[config.mk]
export PLATFORM = sky130hd
export DESIGN_NAME = pipeline_stall_controller_flat
export DESIGN_NICKNAME = d
export VERILOG_FILES = /design/src/rtl/pipeline_stall_controller_pkg.sv /design/src/rtl/pipeline_stall_controller_if.sv /design/src/rtl/pipeline_stall_controller_watchdog.sv /design/src/rtl/pipeline_stall_controller.sv /design/src/flat_wrapper.sv
export SDC_FILE = /design/constraint.sdc
export NUM_CORES = 1
export LEC_CHECK = 0
export ABC_AREA = 1
export BUFFER_PORTS_ARGS = -buffer_cell sky130_fd_sc_hd__buf_2
export CORE_ASPECT_RATIO = 1.1
export CORE_MARGIN = 2
export CORE_UTILIZATION = 30
export DETAILED_ROUTE_END_ITERATION = 16
export PLACE_DENSITY_LB_ADDON = 0.15
export SYNTH_ARGS = -nofsm -noshare
export SYNTH_HDL_FRONTEND = slang
export SYNTH_SLANG_ARGS = --single-unit
export TNS_END_PERCENT = 20
[constraint.sdc]
create_clock -name clk -period 1.8 [get_ports clk]
set_input_delay 0.36 -clock clk [delete_from_list [all_inputs] [get_ports clk]]
set_output_delay 0.36 -clock clk [all_outputs]
set_load 0.02 [all_outputs]
[src/rtl/pipeline_stall_controller_pkg.sv]
// Shared types for the pipeline stall controller: FSM encoding, per-stage control bundle, defaults.
// Optional performance counters in the top are enabled by defining PIPE_PERF_COUNTERS_EN.
package pipe_ctrl_pkg;

  typedef enum logic [1:0] {
    ST_RUN      = 2'd0,
    ST_BUBBLE   = 2'd1,
    ST_MEM_WAIT = 2'd2,
    ST_HALT     = 2'd3
  } ctrl_state_t;

  typedef struct packed {
    logic pc_we;
    logic ifid_we;
    logic ifid_flush;
    logic idex_bubble;
    logic exmem_we;
    logic memwb_we;
  } stage_ctrl_t;

  localparam int MEM_TIMEOUT_DEFAULT = 255;

  // Field order: pc_we, ifid_we, ifid_flush, idex_bubble, exmem_we, memwb_we
  localparam stage_ctrl_t CTRL_NORMAL   = stage_ctrl_t'(6'b110011);
  localparam stage_ctrl_t CTRL_FREEZE   = stage_ctrl_t'(6'b000000);
  localparam stage_ctrl_t CTRL_BRANCH   = stage_ctrl_t'(6'b111111);
  localparam stage_ctrl_t CTRL_LOAD_USE = stage_ctrl_t'(6'b000111);
  localparam stage_ctrl_t CTRL_RESET    = stage_ctrl_t'(6'b010011);

endpackage

[src/rtl/pipeline_stall_controller_if.sv]
// Hazard inputs and stage control outputs of the stall controller, grouped as one bundle.
// master = pipeline side raising hazards, slave = the controller.
interface pipeline_stall_controller_if #(
  parameter int PERF_W = 32
);
  logic              load_hazard;
  logic              branch_taken;
  logic              imem_busy;
  logic              dmem_busy;
  logic              pc_write_en;
  logic              if_id_write_en;
  logic              if_id_flush;
  logic              id_ex_bubble;
  logic              ex_mem_write_en;
  logic              mem_wb_write_en;
  logic              wb_forward_hint;
  logic              wd_timeout;
  logic [1:0]        ctrl_state;
  logic [PERF_W-1:0] bubble_cnt;
  logic [PERF_W-1:0] flush_cnt;
  logic [PERF_W-1:0] memstall_cnt;

  modport master (
    output load_hazard, branch_taken, imem_busy, dmem_busy,
    input  pc_write_en, if_id_write_en, if_id_flush, id_ex_bubble,
           ex_mem_write_en, mem_wb_write_en, wb_forward_hint, wd_timeout,
           ctrl_state, bubble_cnt, flush_cnt, memstall_cnt
  );

  modport slave (
    input  load_hazard, branch_taken, imem_busy, dmem_busy,
    output pc_write_en, if_id_write_en, if_id_flush, id_ex_bubble,
           ex_mem_write_en, mem_wb_write_en, wb_forward_hint, wd_timeout,
           ctrl_state, bubble_cnt, flush_cnt, memstall_cnt
  );
endinterface

[src/rtl/pipeline_stall_controller_watchdog.sv]
// Memory-wait watchdog: counts consecutive busy cycles, saturates at MEM_TIMEOUT,
// and pulses fire in the cycle whose count reaches the limit.
module mem_wait_watchdog #(
  parameter int WD_W        = 8,
  parameter int MEM_TIMEOUT = 255
) (
  input  logic clk,
  input  logic reset,
  input  logic count_en,
  input  logic clear,
  output logic fire
);
  localparam logic [WD_W-1:0] LIMIT = WD_W'(MEM_TIMEOUT);
  localparam logic [WD_W-1:0] ONE   = WD_W'(1);

  logic [WD_W-1:0] count_reg;
  logic [WD_W-1:0] count_next;

  always_comb begin
    count_next = count_reg;
    if (clear) begin
      count_next = '0;
    end else if (count_en && (count_reg != LIMIT)) begin
      count_next = count_reg + ONE;
    end
  end

  // Compare against the next value so the cycle that completes the limit raises the error
  assign fire = count_en && (count_next == LIMIT);

  always_ff @(posedge clk or negedge reset) begin
    if (!reset) begin
      count_reg <= '0;
    end else begin
      count_reg <= count_next;
    end
  end
endmodule

[src/rtl/pipeline_stall_controller.sv]
// Central hold/flush/bubble sequencer for the 5-stage pipeline with a memory-wait watchdog.
// Define PIPE_PERF_COUNTERS_EN to build the bubble/flush/memstall performance counters.
module pipeline_stall_controller
  import pipe_ctrl_pkg::*;
#(
  parameter int MEM_TIMEOUT = MEM_TIMEOUT_DEFAULT,
  parameter int WD_W        = 8,
  parameter int PERF_W      = 32
) (
  input logic                         clk,
  input logic                         reset,
  pipeline_stall_controller_if.slave  bus
);

  ctrl_state_t state_reg;
  ctrl_state_t state_next;
  logic        wd_timeout_reg;
  logic        wd_timeout_next;
  logic        wd_fire;
  logic        busy;
  logic        halted;
  stage_ctrl_t ctrl;
  logic        hint;

  assign busy   = bus.imem_busy | bus.dmem_busy;
  assign halted = (state_reg == ST_HALT);

  mem_wait_watchdog #(
    .WD_W        (WD_W),
    .MEM_TIMEOUT (MEM_TIMEOUT)
  ) u_watchdog (
    .clk      (clk),
    .reset    (reset),
    .count_en (busy & ~halted),
    .clear    (~busy),
    .fire     (wd_fire)
  );

  always_ff @(posedge clk or negedge reset) begin
    if (!reset) begin
      state_reg      <= ST_RUN;
      wd_timeout_reg <= 1'b0;
    end else begin
      state_reg      <= state_next;
      wd_timeout_reg <= wd_timeout_next;
    end
  end

  always_comb begin
    state_next      = state_reg;
    wd_timeout_next = wd_timeout_reg | wd_fire;
    case (state_reg)
      ST_HALT: state_next = ST_HALT;
      default: begin
        if (busy) begin
          state_next = wd_fire ? ST_HALT : ST_MEM_WAIT;
        end else if (bus.branch_taken) begin
          state_next = ST_RUN;
        end else if (bus.load_hazard && (state_reg != ST_BUBBLE)) begin
          state_next = ST_BUBBLE;
        end else begin
          state_next = ST_RUN;
        end
      end
    endcase
  end

  // A BUBBLE cycle masks load_hazard: the stalled instruction already got its one bubble
  always_comb begin
    ctrl = CTRL_NORMAL;
    hint = 1'b0;
    if (!reset) begin
      ctrl = CTRL_RESET;
    end else begin
      case (state_reg)
        ST_HALT: ctrl = CTRL_FREEZE;
        default: begin
          hint = (state_reg == ST_BUBBLE);
          if (busy) begin
            ctrl = CTRL_FREEZE;
          end else if (bus.branch_taken) begin
            ctrl = CTRL_BRANCH;
          end else if (bus.load_hazard && (state_reg != ST_BUBBLE)) begin
            ctrl = CTRL_LOAD_USE;
          end
        end
      endcase
    end
  end

  assign bus.pc_write_en     = ctrl.pc_we;
  assign bus.if_id_write_en  = ctrl.ifid_we;
  assign bus.if_id_flush     = ctrl.ifid_flush;
  assign bus.id_ex_bubble    = ctrl.idex_bubble;
  assign bus.ex_mem_write_en = ctrl.exmem_we;
  assign bus.mem_wb_write_en = ctrl.memwb_we;
  assign bus.wb_forward_hint = hint;
  assign bus.wd_timeout      = wd_timeout_reg;
  assign bus.ctrl_state      = state_reg;

`ifdef PIPE_PERF_COUNTERS_EN
  localparam logic [PERF_W-1:0] PERF_ONE = PERF_W'(1);

  logic [2:0]             perf_inc;
  logic [2:0][PERF_W-1:0] perf_cnt;

  // Index 0: load-use bubble (branch bubbles carry a flush), 1: flush, 2: memory freeze
  assign perf_inc[0] = ctrl.idex_bubble & ~ctrl.ifid_flush;
  assign perf_inc[1] = ctrl.ifid_flush;
  assign perf_inc[2] = reset & ~halted & (ctrl == CTRL_FREEZE);

  for (genvar gi = 0; gi < 3; gi++) begin : g_perf
    logic [PERF_W-1:0] cnt_reg;

    always_ff @(posedge clk or negedge reset) begin
      if (!reset) begin
        cnt_reg <= '0;
      end else if (perf_inc[gi] && (cnt_reg != '1)) begin
        cnt_reg <= cnt_reg + PERF_ONE;
      end
    end

    assign perf_cnt[gi] = cnt_reg;
  end

  assign bus.bubble_cnt   = perf_cnt[0];
  assign bus.flush_cnt    = perf_cnt[1];
  assign bus.memstall_cnt = perf_cnt[2];
`else
  localparam logic [PERF_W-1:0] PERF_ZERO = '0;

  assign bus.bubble_cnt   = PERF_ZERO;
  assign bus.flush_cnt    = PERF_ZERO;
  assign bus.memstall_cnt = PERF_ZERO;
`endif

endmodule

[src/flat_wrapper.sv]
// flat-port wrapper written by rule: the top's interface ports become plain ports
module pipeline_stall_controller_flat import pipe_ctrl_pkg::*;
#(
  parameter int MEM_TIMEOUT = MEM_TIMEOUT_DEFAULT,
  parameter int WD_W        = 8,
  parameter int PERF_W      = 32
)
  (clk, reset, bus_load_hazard, bus_branch_taken, bus_imem_busy, bus_dmem_busy, bus_pc_write_en, bus_if_id_write_en, bus_if_id_flush, bus_id_ex_bubble, bus_ex_mem_write_en, bus_mem_wb_write_en, bus_wb_forward_hint, bus_wd_timeout, bus_ctrl_state, bus_bubble_cnt, bus_flush_cnt, bus_memstall_cnt);
  pipeline_stall_controller_if #(.PERF_W(PERF_W)) bus_i ();
  input logic clk;
  input logic reset;
  input wire logic [$bits(bus_i.load_hazard)-1:0] bus_load_hazard;
  input wire logic [$bits(bus_i.branch_taken)-1:0] bus_branch_taken;
  input wire logic [$bits(bus_i.imem_busy)-1:0] bus_imem_busy;
  input wire logic [$bits(bus_i.dmem_busy)-1:0] bus_dmem_busy;
  output wire logic [$bits(bus_i.pc_write_en)-1:0] bus_pc_write_en;
  output wire logic [$bits(bus_i.if_id_write_en)-1:0] bus_if_id_write_en;
  output wire logic [$bits(bus_i.if_id_flush)-1:0] bus_if_id_flush;
  output wire logic [$bits(bus_i.id_ex_bubble)-1:0] bus_id_ex_bubble;
  output wire logic [$bits(bus_i.ex_mem_write_en)-1:0] bus_ex_mem_write_en;
  output wire logic [$bits(bus_i.mem_wb_write_en)-1:0] bus_mem_wb_write_en;
  output wire logic [$bits(bus_i.wb_forward_hint)-1:0] bus_wb_forward_hint;
  output wire logic [$bits(bus_i.wd_timeout)-1:0] bus_wd_timeout;
  output wire logic [$bits(bus_i.ctrl_state)-1:0] bus_ctrl_state;
  output wire logic [$bits(bus_i.bubble_cnt)-1:0] bus_bubble_cnt;
  output wire logic [$bits(bus_i.flush_cnt)-1:0] bus_flush_cnt;
  output wire logic [$bits(bus_i.memstall_cnt)-1:0] bus_memstall_cnt;
  assign bus_i.load_hazard = bus_load_hazard;
  assign bus_i.branch_taken = bus_branch_taken;
  assign bus_i.imem_busy = bus_imem_busy;
  assign bus_i.dmem_busy = bus_dmem_busy;
  assign bus_pc_write_en = bus_i.pc_write_en;
  assign bus_if_id_write_en = bus_i.if_id_write_en;
  assign bus_if_id_flush = bus_i.if_id_flush;
  assign bus_id_ex_bubble = bus_i.id_ex_bubble;
  assign bus_ex_mem_write_en = bus_i.ex_mem_write_en;
  assign bus_mem_wb_write_en = bus_i.mem_wb_write_en;
  assign bus_wb_forward_hint = bus_i.wb_forward_hint;
  assign bus_wd_timeout = bus_i.wd_timeout;
  assign bus_ctrl_state = bus_i.ctrl_state;
  assign bus_bubble_cnt = bus_i.bubble_cnt;
  assign bus_flush_cnt = bus_i.flush_cnt;
  assign bus_memstall_cnt = bus_i.memstall_cnt;
  pipeline_stall_controller #(.MEM_TIMEOUT(MEM_TIMEOUT), .WD_W(WD_W), .PERF_W(PERF_W)) u_core (.clk(clk), .reset(reset), .bus(bus_i));
endmodule
==> results by group, run 1 <==
Drt
  – Detail Route Antenna Nets: 0
  – DR WL met2: 1169 um
  – Metal-1 WL: 830 um
  – Initial DRC count: 11
  – Met3 wire len: 194 um
  – Routed WL: 2224 um
  – Drt first pass iters: 4
  – WL/cell: 7.696 um
  – Vias/cell: 3.377
  – DRC: 0
  – Vias: 976
  – Top Metal Used: met4

Clocking
  – Clock-pin slew on the worst setup and hold paths: 0.06 ns
  – Clock Sinks: 11
  – Clock Tree Buf Depth: 2
  – H-tree lvl count: 1
  – Post-CTS Setup Repair Bufs: 0
  – Clk_lat worst skew: 0.24 ns
  – TritonCTS buffer count: 3
  – CTS Root Cell: clkbuf_8
  – CTS tree: yes

Critical path
  – Crit path to: bus_if_id_write_en
  – Largest fanout on the critical path: 3
  – CP Data Required Time: 1.44 ns
  – Slowest stage delay, CP: 0.41 ns
  – Worst-path cell with the longest stage delay: dfrtp_1
  – CP arrival: 1.29 ns
  – FF-to-FF path depth: 10
  – Critical Path Start: u_core.bus.ctrl_state[0]
  – Worst reg2reg setup slack: 0.15 ns
  – Worst r2r src: u_core.u_watchdog.count_reg[0]
  – Worst R2R End: u_core.bus.ctrl_state[0]
  – Critical Path End Type: output pin
  – Critical Path Start Type: flip-flop
  – Crit Path Category: flip-flop to output pin
  – CP Cell Sequence: inv_1 > o21ai_2 > nor2_1 > o21ai_0 > buf_2

Synth
  – Yosys top cell area share: 0.4838
  – Yosys warns: 0
  – Mean Syn Cell Area: 7.202 sq um
  – Post-synth top area cell: buf_4
  – Top cells by area, synth: buf_4, dfrtp_1, nand2_1
  – Yosys reg bits: 11
  – Sequential-to-total area share from yosys stat: 0.1829
  – Post-synth cell types: 22
  – Synthesized area: 0.001505 sq mm
  – Post-Syn Instances: 209

Timing
  – Fin. max-slew vios: 0
  – Setup violators final: 0
  – RSZ-0062 raised after global routing: false
  – Top achievable clock speed: 0.6046 GHz
  – Final critical-path share of the clock period: 0.9189
  – Setup Skew: 0.006901 ns
  – Fin. Hold Viols: 0
  – Minimum clock period: 1.654 ns
  – Setup TNS: 0 ns

Job
  – Max Cap Viol: 0

Layout
  – Commonest cells after routing, fill and taps aside: conb_1, nand2_1, inv_1
  – Max reg flops: 8
  – Layout cells sized above 1: 0.1905
  – Ant diodes: 0
  – Reg area: 275.3 sq um
  – Fillers: 579
  – Multi-input logic area: 787.0 sq um
  – Final Cell Area: 0.001371 sq mm
  – Synth-to-layout area growth: -8.894%
  – Commonest non-fill, non-tap cell in the layout: conb_1
  – Final cell count without fillers: 289
  – Layout Nets: 239

Hold path
  – Worst hold path class: input port to async pin

Global routing
  – GRT Util Overall: 0.07962
  – Global-route wire length before repair: 3525 um
  – GRT overflow: 0
  – Largest net degree at the start of global routing: 10
  – Initial antenna violation count: 0
  – Vias in the first global route: 805

Placed design
  – Placed Instances: 284
  – GPL Wtd Cong: 0.7605
  – Post-DP Area: 0.001311 sq mm
  – Port Buffer Count: 15
  – DP HPWL: 1963 um

Die
  – Die ar.: 0.005600 sq mm
  – IO Pins: 112
  – CORE AREA: 0.004932 sq mm
  – # rows: 27
  – Starting Density: 0.3052
  – Chip height: 78.29 um
  – Chip Width: 71.54 um

Power and ir drop
  – Power Density: 522.4 mW/mm^2
  – Leakage: 0.8076 nW
  – Peak VDD IR: 216.4 uV

Outcome
  – Status: complete, no violations
-- cell usage after synthesis --
master / number
dfrtp_1: 11
nand3_1: 10
ha_1: 1
nand2_2: 4
inv_1: 18
buf_4: 97
nand2_1: 24
nand3b_1: 1
nor3b_1: 1
nor2_2: 7
o21ai_0: 4
nand2_4: 2
and2_1: 1
conb_1: 1
inv_2: 2
o21ai_2: 1
nand4_1: 2
a21oi_2: 1
a21oi_1: 3
nor2_1: 14
or2_1: 1
nor2_4: 3
-- cell type report --
| class | count | area share |
|---|---|---|
| multi-input combinational | 176 | 0.5739 |
| sequential | 11 | 0.2007 |
| timing repair buffer | 20 | 0.08394 |
| inverter | 20 | 0.05474 |
| tap | 58 | 0.05292 |
| clock buffer | 3 | 0.03011 |
| clock inverter | 1 | 0.003650 |
-- cell families (layout without fill, tap and decap cells) --
| kind of cell | Yosys count | in the layout | share of synthesized area |
|---|---|---|---|
| buffers and inverters | 117 | 44 | 0.5337 |
| AND/OR/NAND/NOR | 70 | 70 | 0.2377 |
| flip-flops | 11 | 11 | 0.1829 |
| adder cells (fa/ha/maj) | 1 | 1 | 0.008311 |
| AO/OA/AOI/OAI | 9 | 9 | 0.03491 |
| other | 1 | 96 | 0.002491 |
-- metal layers --
metal	vias up	GRT usage
met4	0	0.03396
met5	-	0
met3	4	0.01540
met1	429	0.08828
met2	58	0.1454
li1	485	-
-- worst min path at each step --
stage	from	endpoint	slack, ns	cells past startpoint
2_1_floorplan	reset	u_core.bus.ctrl_state[0]	0.06	0
3_3_place_gp	reset	u_core.bus.ctrl_state[1]	0.20	1
3_5_place_dp	reset	u_core.bus.ctrl_state[1]	0.19	1
4_1_cts	reset	u_core.bus.wd_timeout	0.07	2
5_1_grt	reset	u_core.bus.wd_timeout	0.07	2
6_report	reset	u_core.bus.wd_timeout	0.06	2
-- power by group --
group	total (mW)	internal, mW	switching (mW)
logic	0.217	0.0149	0.202
registers	0.248	0.248	0.000000130
clock network	0.252	0.152	0.0996
-- stage by stage --
step           worst slack [ns]  utilization  power (mW)  hold WS (ns)
6_report                 0.1459       0.2780      0.7164       0.05665
5_1_grt                0.006079       0.2780      0.7606       0.07423
4_1_cts                 0.01469       0.2773      0.7161       0.06876
3_5_place_dp             0.1479       0.2659      0.4635        0.1897
3_3_place_gp             0.1383       0.2659      0.4642        0.1968
2_1_floorplan            0.1050            -      0.6040       0.06441
-- critical path, delay by kind of cell (launching register included) --
kind / cells / cell delay, ns
AND/OR/NAND/NOR: 1 / 0.08
AO/OA/AOI/OAI: 2 / 0.29
buffers and inverters: 2 / 0.28
flip-flops: 1 / 0.41
-- what timing repair did --
| item | CTS | global route |
|---|---|---|
| hold endpoints to repair | 4 | 0 |
| hold buffers | 1 | 0 |
| resized for setup | 0 | 2 |
| setup endpoints to repair | 0 | 2 |
Note: power is estimated with default switching activity, not from simulation.
==> run 2, diff against run 1 <==
- CORE_UTILIZATION: 30 -> 43
- clock period: 1.8 -> 2 ns (I/O delays scaled with it)
==> run 2 against run 1 <==
Cell area decreased by 4.3%. Sequential share of layout area increased by 0.90 points. Global-route usage increased by 2.1 points. Total power decreased by 20%. Utilization increased by 12 points. Largest power group is now sequential cells. Critical path type is now input port to output pin. Wire length decreased by 8.9%. Clock skew increased by 0.0017 ns.
==> results by group, run 2 (synthesis gave the netlist of run 1 again) <==
Critical path
  – CP dominant cell by count: buf_2
  – Largest fanout on the critical path: 6 (was 3)
  – CP arrival: 1.51 ns (was 1.29 ns)
  – Critical Path Start Type: input port (was flip-flop)
  – Critical Path End Type: output pin (unchanged)
  – Crit Path Category: input port to output pin (was flip-flop to output pin)
  – FF-to-FF path depth: 11 (was 10)
  – CP Buf/Inv Count: 3 (was 2)
  – Critical path depth: 5 (unchanged)
  – Worst R2R End: u_core.bus.ctrl_state[0] (unchanged)
  – Worst r2r src: u_core.u_watchdog.count_reg[0] (unchanged)
  – Worst-path cell with the longest stage delay: dlygate4sd3_1 (was dfrtp_1)
  – CP Data Required Time: 1.60 ns (was 1.44 ns)
  – CP Cell Sequence: dlygate4sd3_1 > buf_2 > nand3_1 > a21oi_1 > buf_2 (was inv_1 > o21ai_2 > nor2_1 > o21ai_0 > buf_2)
  – Slowest stage delay, CP: 0.52 ns (was 0.41 ns)
  – Worst reg2reg setup slack: 0.33 ns (was 0.15 ns)
  – Worst path top cell family by delay: buffers and inverters (was flip-flops)

Global routing
  – Largest net degree at the start of global routing: 11 (was 10)
  – Met1 GRT Util: 0.1219 (was 0.08828)
  – Met3 global-route usage: 0.01174 (was 0.01540)
  – GRT Util Overall: 0.1010 (was 0.07962)
  – Met2 Resource Use GR: 0.1617 (was 0.1454)
  – Vias in the first global route: 711 (was 805)
  – Global-route wire length before repair: 3001 um (was 3525 um)
  – Busiest grt layer: met2 (unchanged)
  – GRT overflow: 0 (unchanged)
  – Initial antenna violation count: 0 (unchanged)

Drt
  – Initial DRC count: 10 (was 11)
  – Drt first pass iters: 4 (unchanged)
  – WL/cell: 7.337 um (was 7.696 um)
  – Vias/cell: 3.554 (was 3.377)
  – DRC: 0 (unchanged)
  – Routed WL: 2025 um (was 2224 um)
  – Vias: 981 (was 976)
  – Detail Route Antenna Nets: 0 (unchanged)

Hold path
  – Hold EP: u_core.bus.ctrl_state[1]
  – Min-Delay Startpoint: bus_imem_busy
  – Worst hold path class: input port to flip-flop (was input port to async pin)
  – Hold Path Depth: 3

Clocking
  – TritonCTS buffer count: 3 (unchanged)
  – H-tree lvl count: 1 (unchanged)
  – Post-CTS Setup Repair Bufs: 0 (unchanged)
  – Clock Tree Buf Depth: 2 (unchanged)
  – Clock Sinks: 11 (unchanged)
  – CTS tree: yes (unchanged)
  – Clk_lat worst skew: 0.28 ns (was 0.24 ns)
  – Clock-pin slew on the worst setup and hold paths: 0.08 ns (was 0.06 ns)
  – CTS Root Cell: clkbuf_4 (was clkbuf_8)

Power and ir drop
  – Leakage: 0.7797 nW (was 0.8076 nW)
  – Power Density: 435.5 mW/mm^2 (was 522.4 mW/mm^2)
  – Peak VDD IR: 251.4 uV (was 216.4 uV)

Timing
  – Fin. Hold Viols: 0 (unchanged)
  – Setup TNS: 0 ns (unchanged)
  – Setup violators final: 0 (unchanged)
  – Final critical-path share of the clock period: 0.9529
  – RSZ-0062 raised after global routing: false (unchanged)
  – Setup Skew: 0.008642 ns (was 0.006901 ns)
  – Fin. max-slew vios: 0 (unchanged)
  – Minimum clock period: 1.906 ns
  – Top achievable clock speed: 0.5247 GHz

Die
  – Chip height: 66.05 um (was 78.29 um)
  – Chip Width: 60.41 um (was 71.54 um)
  – Starting Density: 0.4519 (was 0.3052)
  – CORE AREA: 0.003331 sq mm (was 0.004932 sq mm)
  – # rows: 22 (was 27)
  – IO Pins: 112 (unchanged)
  – Die ar.: 0.003990 sq mm (was 0.005600 sq mm)

Layout
  – Synth-to-layout area growth: -12.80% (was -8.894%)
  – Layout cells sized above 1: 0.1711 (was 0.1905)
  – Ant diodes: 0 (unchanged)
  – Commonest cells after routing, fill and taps aside: conb_1, nand2_1, inv_1 (unchanged)
  – Commonest non-fill, non-tap cell in the layout: conb_1 (unchanged)
  – Layout Nets: 236 (was 239)
  – Max reg flops: 8 (unchanged)
  – Finished Core Util: 0.3941 (was 0.2780)

Placed design
  – GPL Wtd Cong: 0.7685 (was 0.7605)
  – Port Buffer Count: 15 (unchanged)
  – DP HPWL: 1762 um (was 1963 um)

Outcome
  – Status: complete, no violations (unchanged)

Job
  – Max Cap Viol: 0 (unchanged)
[run 2: worst max path at each step]
stage | from | slack (ns) | end
3_3_place_gp | bus_dmem_busy | 0.23 | u_core.bus.wd_timeout
2_1_floorplan | u_core.bus.ctrl_state[0] | 0.26 | bus_if_id_write_en
4_1_cts | reset | 0.08 | bus_id_ex_bubble
3_5_place_dp | bus_dmem_busy | 0.27 | u_core.bus.ctrl_state[0]
6_report | reset | 0.09 | bus_id_ex_bubble
5_1_grt | reset | 0.02 | bus_id_ex_bubble
[run 2: tightest hold or removal path: stages]
cell and delay, ns:
buf_2 0.09, nor2_2 0.07, nand2_1 0.09
[run 2: through the flow]
stage / hold WS [ns] / cell area (sq um) / power (mW) / setup slack, ns / instances
4_1_cts: 0.4210 / 1313 / 0.5746 / 0.08056 / 276
2_1_floorplan: 0.1044 / 1862 / 0.5436 / 0.2650 / 304
3_5_place_dp: 0.2056 / 1276 / 0.4151 / 0.2719 / 271
6_report: 0.4216 / 1313 / 0.5715 / 0.09429 / 276
3_3_place_gp: 0.2132 / 1276 / 0.4158 / 0.2322 / 271
5_1_grt: 0.4352 / 1313 / 0.6040 / 0.02434 / 276
[run 2: repair_timing]
item,CTS,global route
endpoints found under the hold margin,1,0
hold buffers,1,0
resized for setup,0,0
[run 2: area by class of cell]
class                           count  area, sq um
Clock buffer                        4        26.28
Fill cell                         362         2018
Inverter                           20        75.07
Multi-Input combinational cell    176        783.3
Sequential cell                    11        275.3
Tap cell                           48        60.06
Timing Repair Buffer               17        92.59
[run 2: power by group]
| group | leakage (nW) | total [mW] | internal (mW) | switching, mW |
|---|---|---|---|---|
| combinational | 0.627 | 0.194 | 0.0119 | 0.182 |
| sequential | 0.138 | 0.222 | 0.222 | 0.000000166 |
| clock | 0.0150 | 0.156 | 0.0773 | 0.0784 |
| total | 0.780 | 0.572 | 0.311 | 0.260 |
[run 2: metal layers]
metal,wire [um],vias up
met5,0,-
met4,55,0
met3,189,5
met2,1006,60
met1,774,435
li1,-,481
==> run 3, diff against run 2 <==
- ABC_AREA: 1 -> unset
==> run 3 against run 2 <==
Critical endpoint is now bus_pc_write_en. Register-to-register slack worse by 0.25 ns. Synthesized cell count is 14% lower. Highest routed layer unchanged. Critical path depth stayed put.
==> results by group, run 3 <==
Drt
  – Drt first pass iters: 4 (unchanged)
  – Initial DRC count: 16 (was 10)
  – DRC: 0 (unchanged)
  – WL/cell: 9.591 um (was 7.337 um)
  – Detail Route Antenna Nets: 0 (unchanged)
  – Vias/cell: 3.898 (was 3.554)
  – Vias: 916 (was 981)
  – Routed WL: 2254 um (was 2025 um)

Layout
  – Commonest non-fill, non-tap cell in the layout: conb_1 (unchanged)
  – Layout Nets: 207 (was 236)
  – Ant diodes: 0 (unchanged)
  – Layout cells sized above 1: 0.1910 (was 0.1711)
  – Multi-input logic area: 785.8 sq um (was 783.3 sq um)
  – Commonest cells after routing, fill and taps aside: conb_1, nand2_1, buf_2 (was conb_1, nand2_1, inv_1)
  – Max reg flops: 8 (unchanged)
  – Reg area: 275.3 sq um (unchanged)
  – Synth-to-layout area growth: -12.73% (was -12.80%)
  – Final cell count without fillers: 235 (was 276)
  – Fillers: 341 (was 362)

Hold path
  – Min-Delay Startpoint: u_core.bus.wd_timeout (was bus_imem_busy)
  – Worst hold path class: flip-flop to flip-flop (was input port to flip-flop)
  – Hold EP: u_core.bus.wd_timeout (was u_core.bus.ctrl_state[1])
  – Hold Path Depth: 2 (was 3)

Global routing
  – Met3 global-route usage: 0.01796 (was 0.01174)
  – Initial antenna violation count: 0 (unchanged)
  – Met2 Resource Use GR: 0.1882 (was 0.1617)
  – Vias in the first global route: 690 (was 711)
  – Global-route wire length before repair: 3042 um (was 3001 um)
  – Busiest grt layer: met2 (unchanged)
  – GRT overflow: 0 (unchanged)
  – Met1 GRT Util: 0.1158 (was 0.1219)
  – Largest net degree at the start of global routing: 13 (was 11)
  – GRT Util Overall: 0.1042 (was 0.1010)

Die
  – Chip height: 65.01 um (was 66.05 um)
  – IO Pins: 112 (unchanged)
  – Chip Width: 59.47 um (was 60.41 um)
  – Die ar.: 0.003866 sq mm (was 0.003990 sq mm)
  – Starting Density: 0.4442 (was 0.4519)
  – # rows: 22 (unchanged)
  – CORE AREA: 0.003276 sq mm (was 0.003331 sq mm)

Timing
  – Fin. max-slew vios: 0 (unchanged)
  – Hold_ws: 0.4722 ns (was 0.4216 ns)
  – Setup Skew: 0.008301 ns (was 0.008642 ns)
  – RSZ-0062 raised after global routing: true (was false)
  – Setup violators final: 0 (unchanged)
  – Minimum clock period: 1.939 ns (was 1.906 ns)
  – Fin. Hold Viols: 0 (unchanged)
  – Top achievable clock speed: 0.5157 GHz (was 0.5247 GHz)
  – Final critical-path share of the clock period: 0.9695 (was 0.9529)

Clocking
  – TritonCTS buffer count: 3 (unchanged)
  – H-tree lvl count: 1 (unchanged)
  – Clock-pin slew on the worst setup and hold paths: 0.08 ns (about the same)
  – Clk_lat worst skew: 0.28 ns (about the same)
  – Clock Tree Buf Depth: 2 (unchanged)
  – CTS Root Cell: clkbuf_4 (unchanged)
  – CTS tree: yes (unchanged)
  – Clock Sinks: 11 (unchanged)

Critical path
  – Worst-path cell with the longest stage delay: dlygate4sd3_1 (unchanged)
  – CP Buf/Inv Count: 3 (unchanged)
  – Worst path top cell family by delay: buffers and inverters (unchanged)
  – CP Cell Sequence: dlygate4sd3_1 > clkbuf_4 > nand3_1 > nor2_1 > buf_2 (was dlygate4sd3_1 > buf_2 > nand3_1 > a21oi_1 > buf_2)
  – CP Data Required Time: 1.60 ns (about the same)
  – Critical Path Start: reset (unchanged)
  – Largest fanout on the critical path: 12 (was 6)
  – Critical Path End Type: output pin (unchanged)
  – Slowest stage delay, CP: 0.54 ns (was 0.52 ns)
  – Crit Path Category: input port to output pin (unchanged)
  – CP arrival: 1.54 ns (was 1.51 ns)
  – Worst r2r src: u_core.u_watchdog.count_reg[0] (unchanged)
  – Worst reg2reg setup slack: 0.08 ns (was 0.33 ns)
  – Critical Path Start Type: input port (unchanged)
  – Worst R2R End: u_core.bus.wd_timeout (was u_core.bus.ctrl_state[0])
  – FF-to-FF path depth: 6 (was 11)

Synth
  – Top cells by area, synth: buf_4, dfrtp_1, nand2_1 (unchanged)
  – Synth top cells by count: buf_4, nand2_1, dfrtp_1, nor2_1, nand3_1 (was buf_4, nand2_1, inv_1, nor2_1, dfrtp_1)
  – Post-synth EDFFs: 0 (unchanged)
  – Post-synth top area cell: buf_4 (unchanged)
  – Synth async-reset ratio: 1.000 (unchanged)
  – Yosys top cell area share: 0.5004 (was 0.4838)
  – Yosys warns: 0 (unchanged)
  – Post-synth cell types: 39 (was 22)
  – Synthesized area: 0.001455 sq mm (was 0.001505 sq mm)
  – Yosys reg bits: 11 (unchanged)
  – Post-Syn Instances: 180 (was 209)
  – Most common cell in the netlist: buf_4 (unchanged)
  – Ys flop type: dfrtp_1 (unchanged)
  – Mean Syn Cell Area: 8.084 sq um (was 7.202 sq um)
  – Sequential-to-total area share from yosys stat: 0.1892 (was 0.1829)

Power and ir drop
  – Peak VDD IR: 300.8 uV (was 251.4 uV)
  – Leakage: 0.7307 nW (was 0.7797 nW)
  – Power Density: 675.2 mW/mm^2 (was 435.5 mW/mm^2)

Placed design
  – Port Buffer Count: 15 (unchanged)
  – DP HPWL: 1815 um (was 1762 um)
  – Placed Instances: 230 (was 271)
  – GPL Wtd Cong: 0.8945 (was 0.7685)

Outcome
  – Status: complete, no violations (unchanged)

Job
  – Max Cap Viol: 0 (unchanged)
==> run 3: cell types whose count changed after synthesis, moves of 3 or more <==
cell     before  now
nor2_1       14    7
nand3_1      10    6
nand2_1      24   14
inv_1        18    3
nor2_4        3    0
nand2_2       4    0
nor2_2        7    0
==> run 3: where the power goes <==
part,internal (mW),switching (mW),leakage (nW)
logic,0.0997,0.293,0.574
registers,0.260,0.0453,0.139
clock network,0.0742,0.0853,0.0177
==> run 3: worst max-delay path by stage <==
stage	to	depth (start not counted)
2_1_floorplan	u_core.bus.wd_timeout	7
3_3_place_gp	u_core.bus.wd_timeout	6
3_5_place_dp	u_core.bus.wd_timeout	6
4_1_cts	u_core.bus.wd_timeout	6
5_1_grt	u_core.bus.wd_timeout	6
6_report	bus_pc_write_en	5
==> run 3: routing by layer <==
| layer | share of wire | up-vias |
|---|---|---|
| li1 | - | 432 |
| met1 | 0.36 | 410 |
| met2 | 0.52 | 69 |
| met3 | 0.11 | 5 |
| met4 | 0.013 | 0 |
| met5 | 0 | - |
==> run 3: metrics by stage <==
step / total power [mW] / area [sq um] / setup WS (ns) / setup TNS, ns / util
CTS: 0.8417 / 1252 / 0.03859 / 0 / 0.3824
floorplan: 0.7480 / 1812 / 0.02848 / 0 / -
finish: 0.8574 / 1270 / 0.06101 / 0 / 0.3877
detailed placement: 0.6830 / 1210 / -0.003079 / -0.003079 / 0.3694
global placement: 0.6817 / 1210 / 0.05113 / 0 / 0.3694
global route: 0.9103 / 1270 / -0.01821 / -0.02696 / 0.3877
==> run 3: final cells by class <==
class,count,share of cell area
Tap cell,36,0.03547
Multi-Input combinational cell,160,0.6187
Inverter,3,0.008867
Timing Repair Buffer,21,0.09852
Clock inverter,1,0.003941
Clock buffer,3,0.01773
Sequential cell,11,0.2167
==> run 3: worst register-to-register path: stages, from the launching register on <==
cell	delay, ns
dfrtp_1	0.40
ha_1	0.24
and4_4	0.22
a211oi_4	0.25
mux2i_2	0.27
nand4_2	0.12
o41ai_2	0.32
==> run 3: timing repair <==
item,4_1_cts,5_1_grt
setup buffers,0,0
pin swaps,0,1
gates resized for setup,1,5
endpoints found under the hold margin,5,0
hold buffers,1,0
setup endpoints to repair,1,3
==> run 3: logic make-up (layout without fill, tap and decap cells) <==
family,after synthesis,in the layout,synth area share
buffers and inverters,104,28,0.5297
and+or+nand+nor,41,41,0.1496
AOI/OAI and AO/OA,18,18,0.09202
DFF,11,11,0.1892
xor gates and xnor gates,2,2,0.01204
muxes,2,2,0.01634
adders and majority gates,1,1,0.008597
other,1,96,0.002577
